===== config.mk =====
export PLATFORM = sky130hd
export DESIGN_NAME = pulse_gated_timer
export DESIGN_NICKNAME = d
export VERILOG_FILES = /design/src/rtl/pulse_timer_pkg.sv /design/src/rtl/pulse_gated_timer_tick_down_counter.sv /design/src/rtl/pulse_gated_timer.sv
export SDC_FILE = /design/constraint.sdc
export NUM_CORES = 1
export LEC_CHECK = 0
export CAP_MARGIN = 0
export CORE_ASPECT_RATIO = 1.5
export CORE_MARGIN = 1.5
export CORE_UTILIZATION = 40
export DETAILED_ROUTE_END_ITERATION = 7
export PLACE_DENSITY = 0.66
export SYNTH_ARGS = -nofsm -noshare
export SYNTH_HDL_FRONTEND = slang
export SYNTH_SLANG_ARGS = --single-unit

===== constraint.sdc =====
create_clock -name CLK -period 7.7 [get_ports CLK]
set_clock_uncertainty 0.1 [all_clocks]
set_input_delay 1.54 -clock CLK [delete_from_list [all_inputs] [get_ports CLK]]
set_output_delay 1.54 -clock CLK [all_outputs]
set_load 0.01 [all_outputs]

===== src/rtl/pulse_timer_pkg.sv =====
// Shared definitions for the tick-gated event timer: FSM encoding and default width.
package pulse_timer_pkg;

    localparam int DEFAULT_WIDTH = 16;

    typedef enum logic {
        ST_IDLE = 1'b0,
        ST_RUN  = 1'b1
    } state_t;

endpackage


===== src/rtl/pulse_gated_timer_tick_down_counter.sv =====
// WIDTH-bit down-counter with synchronous clear/load/enable and a terminal (count==1) flag.
// Priority inside the counter: clear > load > enable. Decrement saturates at 0.
module tick_down_counter
    import pulse_timer_pkg::*;
#(
    parameter int WIDTH = DEFAULT_WIDTH
) (
    input  logic             clk,
    input  logic             rst_n,
    input  logic             clear,
    input  logic             load,
    input  logic [WIDTH-1:0] load_value,
    input  logic             enable,
    output logic [WIDTH-1:0] count,
    output logic             terminal
);

    logic [WIDTH-1:0] count_reg;
    logic [WIDTH-1:0] count_next;

    // Next count: clear wins over load, load over decrement; never wraps below zero.
    always_comb begin
        count_next = count_reg;
        if (clear) begin
            count_next = '0;
        end else if (load) begin
            count_next = load_value;
        end else if (enable && (count_reg != '0)) begin
            count_next = count_reg - 1'b1;
        end
    end

    // Count register, cleared asynchronously.
    always_ff @(posedge clk or negedge rst_n) begin
        if (!rst_n) begin
            count_reg <= '0;
        end else begin
            count_reg <= count_next;
        end
    end

    assign count    = count_reg;
    assign terminal = (count_reg == {{(WIDTH-1){1'b0}}, 1'b1});

endmodule


===== src/rtl/pulse_gated_timer.sv =====
// Tick-gated programmable timer: IDLE/RUN FSM, one-shot or auto-reload expiry,
// PENDING/ACK handshake and sticky OVERRUN for events lost to a slow consumer.
module pulse_gated_timer
    import pulse_timer_pkg::*;
#(
    parameter int WIDTH = DEFAULT_WIDTH
) (
    input  logic             CLK,
    input  logic             RST_N,
    input  logic             TICK,
    input  logic             START,
    input  logic             STOP,
    input  logic             AUTO_RELOAD,
    input  logic [WIDTH-1:0] PERIOD,
    input  logic             ACK,
    input  logic             CLR_OVERRUN,
    output logic             BUSY,
    output logic [WIDTH-1:0] COUNT,
    output logic             PENDING,
    output logic             OVERRUN
);

    state_t           state_reg;
    state_t           state_next;
    logic [WIDTH-1:0] reload_reg;
    logic [WIDTH-1:0] reload_next;
    logic             mode_reg;
    logic             mode_next;
    logic             pending_reg;
    logic             pending_next;
    logic             overrun_reg;
    logic             overrun_next;

    logic             cnt_clear;
    logic             cnt_load;
    logic [WIDTH-1:0] cnt_load_value;
    logic             cnt_enable;
    logic             cnt_terminal;
    logic [WIDTH-1:0] cnt_value;
    logic             expiry;
    logic             period_nz;

    assign period_nz = (PERIOD != '0);

    tick_down_counter #(
        .WIDTH (WIDTH)
    ) u_counter (
        .clk        (CLK),
        .rst_n      (RST_N),
        .clear      (cnt_clear),
        .load       (cnt_load),
        .load_value (cnt_load_value),
        .enable     (cnt_enable),
        .count      (cnt_value),
        .terminal   (cnt_terminal)
    );

    // Next-state, counter control and event handshake; STOP > START > TICK.
    always_comb begin
        state_next     = state_reg;
        reload_next    = reload_reg;
        mode_next      = mode_reg;
        cnt_clear      = 1'b0;
        cnt_load       = 1'b0;
        cnt_load_value = PERIOD;
        cnt_enable     = 1'b0;
        expiry         = 1'b0;

        case (state_reg)
            ST_IDLE: begin
                if (START && !STOP && period_nz) begin
                    cnt_load    = 1'b1;
                    reload_next = PERIOD;
                    mode_next   = AUTO_RELOAD;
                    state_next  = ST_RUN;
                end
            end
            ST_RUN: begin
                if (STOP || (START && !period_nz)) begin
                    // Abort: no expiry even if this is the final tick.
                    cnt_clear  = 1'b1;
                    state_next = ST_IDLE;
                end else if (START) begin
                    // Restart discards any tick arriving in the same cycle.
                    cnt_load    = 1'b1;
                    reload_next = PERIOD;
                    mode_next   = AUTO_RELOAD;
                end else if (TICK) begin
                    if (cnt_terminal) begin
                        expiry = 1'b1;
                        if (mode_reg) begin
                            cnt_load       = 1'b1;
                            cnt_load_value = reload_reg;
                        end else begin
                            cnt_clear  = 1'b1;
                            state_next = ST_IDLE;
                        end
                    end else begin
                        cnt_enable = 1'b1;
                    end
                end
            end
            default: begin
                cnt_clear  = 1'b1;
                state_next = ST_IDLE;
            end
        endcase

        // A new expiry outranks ACK; ACK with nothing pending is harmless.
        if (expiry) begin
            pending_next = 1'b1;
        end else if (ACK) begin
            pending_next = 1'b0;
        end else begin
            pending_next = pending_reg;
        end

        // Overrun: event lost because the previous one was still unacknowledged.
        if (expiry && pending_reg && !ACK) begin
            overrun_next = 1'b1;
        end else if (CLR_OVERRUN) begin
            overrun_next = 1'b0;
        end else begin
            overrun_next = overrun_reg;
        end
    end

    // State, configuration and event registers, all cleared asynchronously.
    always_ff @(posedge CLK or negedge RST_N) begin
        if (!RST_N) begin
            state_reg   <= ST_IDLE;
            reload_reg  <= '0;
            mode_reg    <= 1'b0;
            pending_reg <= 1'b0;
            overrun_reg <= 1'b0;
        end else begin
            state_reg   <= state_next;
            reload_reg  <= reload_next;
            mode_reg    <= mode_next;
            pending_reg <= pending_next;
            overrun_reg <= overrun_next;
        end
    end

    assign BUSY    = (state_reg == ST_RUN);
    assign COUNT   = cnt_value;
    assign PENDING = pending_reg;
    assign OVERRUN = overrun_reg;

endmodule

==> results.md, run 1 <==
- Outcome: finished clean
- PostCTS Resize Cnt: 0
- Yosys cell types: 46
- Vias per Instance: 5.83
- Hold path depth: 2
- Post-CTS Setup Bufs: 0
- Worst-path clk slew: 0.07 ns
- Leading area contributor after synthesis: dfrtp_1
- Via count of the first global-routing pass: 1932
- Number of port buffers: 42
- Crit-path max FO: 21
- Syn nets: 255
- Critical Path RT: 7.78 ns
- Hold_ws: 0.371 ns
- #FFs+latches synth: 36
- Launching element type of the critical path: input pin
- NumNets Final: 294
- Final Hold Fails: 0
- First-pass GRT wire length: 9550 µm
- Ports: 43
- Hold Crit Class: reg2reg
- FMAX: 0.217 GHz
- DRC viols: 0
- Initial detailed-routing violation count: 85
- Clock Path Buffers: 2
- Synth top area share: between 40% and 50%
- CP Capture Type: flip-flop
- Critical R2R Launch: u_counter.count[4]
- DIE HEIGHT: 91.9 µm
- Cts bufs inserted: 5
- GPL Wtd Cong: 0.806
- RSZ-0062 raised after global routing: false
- Hold endpoint: reload_reg[0]
- Global route overflow: 0
- Largest net degree at the start of global routing: 37
- Power Density: 336 nW/µm²
- Crit Path Category: in2reg
- Reg power frac: 35.6%
- Worst vdd ir: about 110 µV
- Post-route ant nets: 0
- Cell depth of the worst flop-to-flop path: 6
- N_diodes: 0
- Area growth, synth to finish: 26.8%
- Sum Neg Setup Slack: 0 ns
- Min Tclk post-route: 4.60 ns
- Pre-antenna DRT Iters: 4
- WL/cell: 17.0 µm
- Fraction of layout cells with a size suffix above 1: between 10% and 20%
- CP max stage delay: between 0.8 and 0.9 ns
- CP max stage cell: nor2b_1
- Hold buffer count at cts: 0
- Cell Area, Synth: 2110 µm²
- NetSw: 0.000380 W
- R2R Setup Slk: just under 5 ns
- CTS tree: yes
- Initial antenna violation count: 0
- Top area cells in the synthesized netlist: dfrtp_1, nand2_1, a221o_1
- Hold_sp: reload_reg[0]
- Pleak: around 1.3 nW
- Clock latency at the later pin of the worst-skew pair: 0.29 ns
- Final period util: between 50% and 60%
- Initial Util: 41.1%
- Max Cap Viol: 0
- Slew margin rel.: 34.9%
- Syn Inst Count: 229
- Syn. warnings: 0
- Die area: ~5700 µm²
- Htree depth: 2
- Sink Count: 36
- CTS Root Cell: clkbuf_8
- Final Util: 52.1%
- Crit path cell chain: clkdlybuf4s50_1 -> nor2b_1 -> nand2b_1 -> and3_1 -> o221a_2 -> a211o_1
- Post-Route WL: between 5000 and 6000 µm
- DP HPWL: 4010 µm
- Average size of a mapped cell: 9.20 µm²
- Routed vias: 1966
- Arrival @ worst endpoint: 4.67 ns
- Switch share: a little over two fifths
- Final setup viols: 0
- Max Slew Vio Count: 0
- GRT Total Usage: 21.4%
- Core Box Area: slightly above 5000 µm²
- Worst R2R End: u_counter.count[15]
- Sequential share of the synthesized area: 42.8%
- Clock power share: 15.9%
- Worst setup path start: START
- Comb power frac: roughly 49%
- Rows: 32
- Pint: 0.000517 W
- Die W: between 60 and 70 µm
- Tightest Pin Transition: approximately 0.97 ns
-- layout by cell type (no fill, tap or decap), types with 2 or more instances in the layout --
| cell type | count |
|---|---|
| nor2b_1 | 2 |
| or4_4 | 2 |
| nand2_1 | 61 |
| ha_1 | 2 |
| and3_1 | 5 |
| clkbuf_8 | 6 |
| nand2b_1 | 5 |
| a221o_1 | 7 |
| nor2_1 | 6 |
| dfrtp_1 | 36 |
| nor4_2 | 2 |
| nand3_1 | 7 |
| o221a_2 | 6 |
| clkinv_2 | 2 |
| clkdlybuf4s50_1 | 42 |
| o21a_1 | 2 |
| nor4_1 | 8 |
| buf_4 | 3 |
| o211ai_1 | 6 |
| o211a_1 | 7 |
| nor3_1 | 7 |
| inv_1 | 6 |
| a21boi_0 | 3 |
| a21oi_2 | 2 |
| o21ai_0 | 3 |
| mux2i_1 | 2 |
| o311a_1 | 5 |
| a211o_1 | 7 |
-- logic make-up (layout without fill, tap and decap cells) --
logic type                 after synthesis  after routing  share of synthesized area [%]
DFF                                     36             36                           42.8
AOI/OAI and AO/OA                       58             58                           25.3
muxes                                    3              3                           1.48
and+or+nand+nor                        111            111                           25.3
buffers and inverters                   19             59                           3.98
adders and majority gates                2              2                           1.19
-- cell type report --
cell class                      instances  area, µm²
Fill cell                             519       2450
Multi-Input combinational cell        174       1130
Sequential cell                        36        901
Timing Repair Buffer                   45        443
Tap cell                               68       85.1
Clock buffer                            6       82.6
Inverter                                6       22.5
Clock inverter                          2       10.0
-- stage by stage --
stage / worst slack [ns] / instance area, µm² / power, W / std cells
2_1_floorplan: 4.35 / 2110 / 0.000581 / 229
3_3_place_gp: 2.97 / 2580 / 0.000755 / 329
4_1_cts: 3.10 / 2670 / 0.000903 / 337
6_report: 3.10 / 2670 / 0.000897 / 337
5_1_grt: 2.91 / 2670 / 0.000956 / 337
3_5_place_dp: 2.83 / 2580 / 0.000757 / 329
-- Yosys cell counts (all sizes together) --
master  instances
nand2          61
o32ai           1
a221o           7
o221a           6
and2            1
o31ai           1
nor4bb          1
buf             4
o22ai           1
mux2            1
nand3           7
nand4           1
clkbuf          9
dfrtp          36
nand2b          5
a32o            1
nor2b           2
nor4           10
o21a            2
and4            1
a31oi           1
o21ai           3
o211ai          6
o311ai          1
a211o           7
inv             6
and3            5
o211a           7
a21oi           4
nor2            6
a22o            1
or4             3
a21o            1
or2             1
nor3            7
ha              2
mux2i           2
o311a           5
a21boi          3
-- worst max-delay path: cells and delay by family --
kind | cells | cell delay, ns
buffers and inverters | 1 | 0.69
AOI/OAI and AO/OA | 2 | 0.50
and+or+nand+nor | 3 | 1.94
-- worst max path at each step --
stage / endpoint / slack [ns] / cells past startpoint
2_1_floorplan: u_counter.count[6] / 4.35 / 6
3_3_place_gp: u_counter.count[6] / 2.97 / 6
3_5_place_dp: u_counter.count[6] / 2.83 / 6
4_1_cts: u_counter.count[6] / 3.10 / 6
5_1_grt: u_counter.count[6] / 2.91 / 6
6_report: u_counter.count[6] / 3.10 / 6
-- power groups by stage --
stage / combinational (W) / clock, W / sequential (W)
after floorplan: 0.000268 / 0 / 0.000313
final: 0.000436 / 0.000142 / 0.000319
after global placement: 0.000436 / 0 / 0.000319
after detailed placement: 0.000435 / 0 / 0.000322
after CTS: 0.000438 / 0.000146 / 0.000319
after global routing: 0.000474 / 0.000152 / 0.000330
-- layer usage --
metal / global-route usage [%] / share of wire [%]
met1: 25.6 / 44
met2: 37.8 / 51
met3: 3.56 / 3.4
met4: 9.44 / 2.1
met5: 0 / 0
Note: power is estimated with default switching activity, not from simulation.
==> inputs of run 2 (changes only) <==
==> constraint.sdc (replaced) <==
create_clock -name CLK -period 4.8 [get_ports CLK]
set_clock_uncertainty 0.1 [all_clocks]
set_input_delay 0.96 -clock CLK [delete_from_list [all_inputs] [get_ports CLK]]
set_output_delay 0.96 -clock CLK [all_outputs]
set_load 0.01 [all_outputs]
==> results.md, run 2 (synthesized netlist as in run 1, its figures left out) <==
- First-pass GRT wire length: 9270 µm (-3.0%)
- Crit-path max FO: 16 (-24%)
- WL/cell: 16.3 µm (-4.2%)
- Final Hold Fails: 0 (unchanged)
- Vias per Instance: 5.85 (+0.22%)
- Core Box Area: 5120 µm² (unchanged)
- NumNets Final: 296 (+0.68%)
- Tightest Pin Transition: 0.997 ns (+0.0229 ns)
- PostCTS Resize Cnt: 0 (unchanged)
- Number of port buffers: 42 (unchanged)
- Worst vdd ir: 204 µV (+85%)
- Die W: 62.3 µm (unchanged)
- Most common cell after layout, fill and taps aside: nand2_1
- Post-CTS Setup Bufs: 0 (unchanged)
- Htree depth: 2 (unchanged)
- Post-Route WL: 5530 µm (-3.7%)
- DP HPWL: 3930 µm (-2.2%)
- CP Capture Type: flip-flop
- Sink Count: 36 (unchanged)
- Most frequent cells in the layout: nand2_1, clkdlybuf4s50_1, dfrtp_1
- DIE HEIGHT: 91.9 µm (unchanged)
- Hold buffer count at cts: 0 (unchanged)
- Fraction of layout cells with a size suffix above 1: 10.7% (+0.66 points)
- Max Cap Viol: 0 (unchanged)
- N_diodes: 0 (unchanged)
- Slew margin rel.: 32.9% (-2.0 points)
- Initial detailed-routing violation count: 120 (+41%)
- Clock latency at the later pin of the worst-skew pair: 0.29 ns (about the same)
- CTS tree: yes
- Global route overflow: 0 (unchanged)
- Min Tclk post-route: 3.32 ns
- RSZ-0062 raised after global routing: false
- Arrival @ worst endpoint: 3.45 ns (-1.22 ns)
- Routed vias: 1982 (+0.81%)
- Clock Path Buffers: 2 (unchanged)
- Cts bufs inserted: 5 (unchanged)
- Worst-path clk slew: 0.07 ns (about the same)
- Ports: 43 (unchanged)
- FMAX: about 0.3 GHz
- Crit Path Category: in2reg
- Sum Neg Setup Slack: 0 ns (unchanged)
- Pleak: 1.31 nW (+0.74%)
- Rows: 32 (unchanged)
- Hold Crit Class: reg2reg
- Largest net degree at the start of global routing: 37 (unchanged)
- Initial Util: 41.1% (unchanged)
- GPL Wtd Cong: 0.778 (-3.4%)
- CTS Root Cell: clkbuf_8
- Initial antenna violation count: 0 (unchanged)
- Final Util: 52.4% (+0.29 points)
- Power Density: 535 nW/µm² (+59%)
- Final period util: between 60 and 70%
- Critical Path RT: 4.93 ns (-2.85 ns)
- Pre-antenna DRT Iters: 5 (+1)
- Area growth, synth to finish: 27.6%
- Max Slew Vio Count: 0 (unchanged)
- Outcome: finished clean
- DRC viols: 0 (unchanged)
- Die area: 5720 µm² (unchanged)
- GRT Total Usage: 20.5% (-0.89 points)
- Via count of the first global-routing pass: 1832 (-5.2%)
- Final setup viols: 0 (unchanged)
- Placed Cells: 331 (+0.61%)
- Post-route ant nets: 0 (unchanged)
- Fin cells: 339 (+0.59%)
- Launching element type of the critical path: input pin
==> run 2: cell types whose count changed in the layout (fill, tap and decap cells not counted) <==
cell / before / now
buf_4: 3 / 5
==> run 2: layout make-up <==
class,count,area (µm²)
clock buffer,6,82.6
clock inverter,2,10.0
fill,542,2440
inverter,6,22.5
multi-input combinational,174,1130
sequential,36,901
tap,68,85.1
timing repair buffer,47,458
==> run 2: power breakdown <==
part	leakage, nW	internal, W	switching [W]	total, W
logic	0.795	0.000333	0.000367	0.000700
clock network	0.0510	0.000115	0.000114	0.000228
registers	0.462	0.000383	0.000125	0.000508
==> run 2: per-layer routing <==
layer  up-vias  wire, µm  global-route usage, %  share of wire, %
li1        941         -                      -                 -
met1       975      2490                   27.8                45
met2        61      2730                   33.3                49
met3         5       240                   3.19               4.3
met4         0        66                   7.59               1.2
met5         -         0                      0                 0
==> run 2: path summary, 6_finish.rpt <==
check | endpoint | start | cells past startpoint | slack, ns
setup / recovery | u_counter.count[6] | TICK | 7 | 1.48
hold / removal | reload_reg[14] | reload_reg[14] | 2 | 0.38
setup reg to reg | u_counter.count[6] | u_counter.count[4] | 6 | 1.88
hold reg to reg | reload_reg[14] | reload_reg[14] | 2 | 0.38
max in group asynchronous | mode_reg | RST_N | 2 | 3.27
min in group asynchronous | u_counter.count[5] | RST_N | 2 | 0.99
==> run 2: critical path, stage by stage <==
cell	delay (ns)
clkdlybuf4s50_1	0.46
nand2_1	0.10
nor4bb_1	0.63
nand3_1	0.18
a21oi_2	0.69
o221a_2	0.33
a211o_1	0.09
==> run 2: per-stage QoR <==
stage | cell area [µm²] | setup WS [ns] | hold slack [ns] | total power, W
floorplan | 2110 | 2.03 | 0.338 | 0.000932
global placement | 2590 | 1.29 | 0.359 | 0.00121
detailed placement | 2590 | 1.22 | 0.364 | 0.00121
CTS | 2690 | 1.52 | 0.383 | 0.00144
global route | 2690 | 1.30 | 0.409 | 0.00153
finish | 2690 | 1.48 | 0.384 | 0.00144
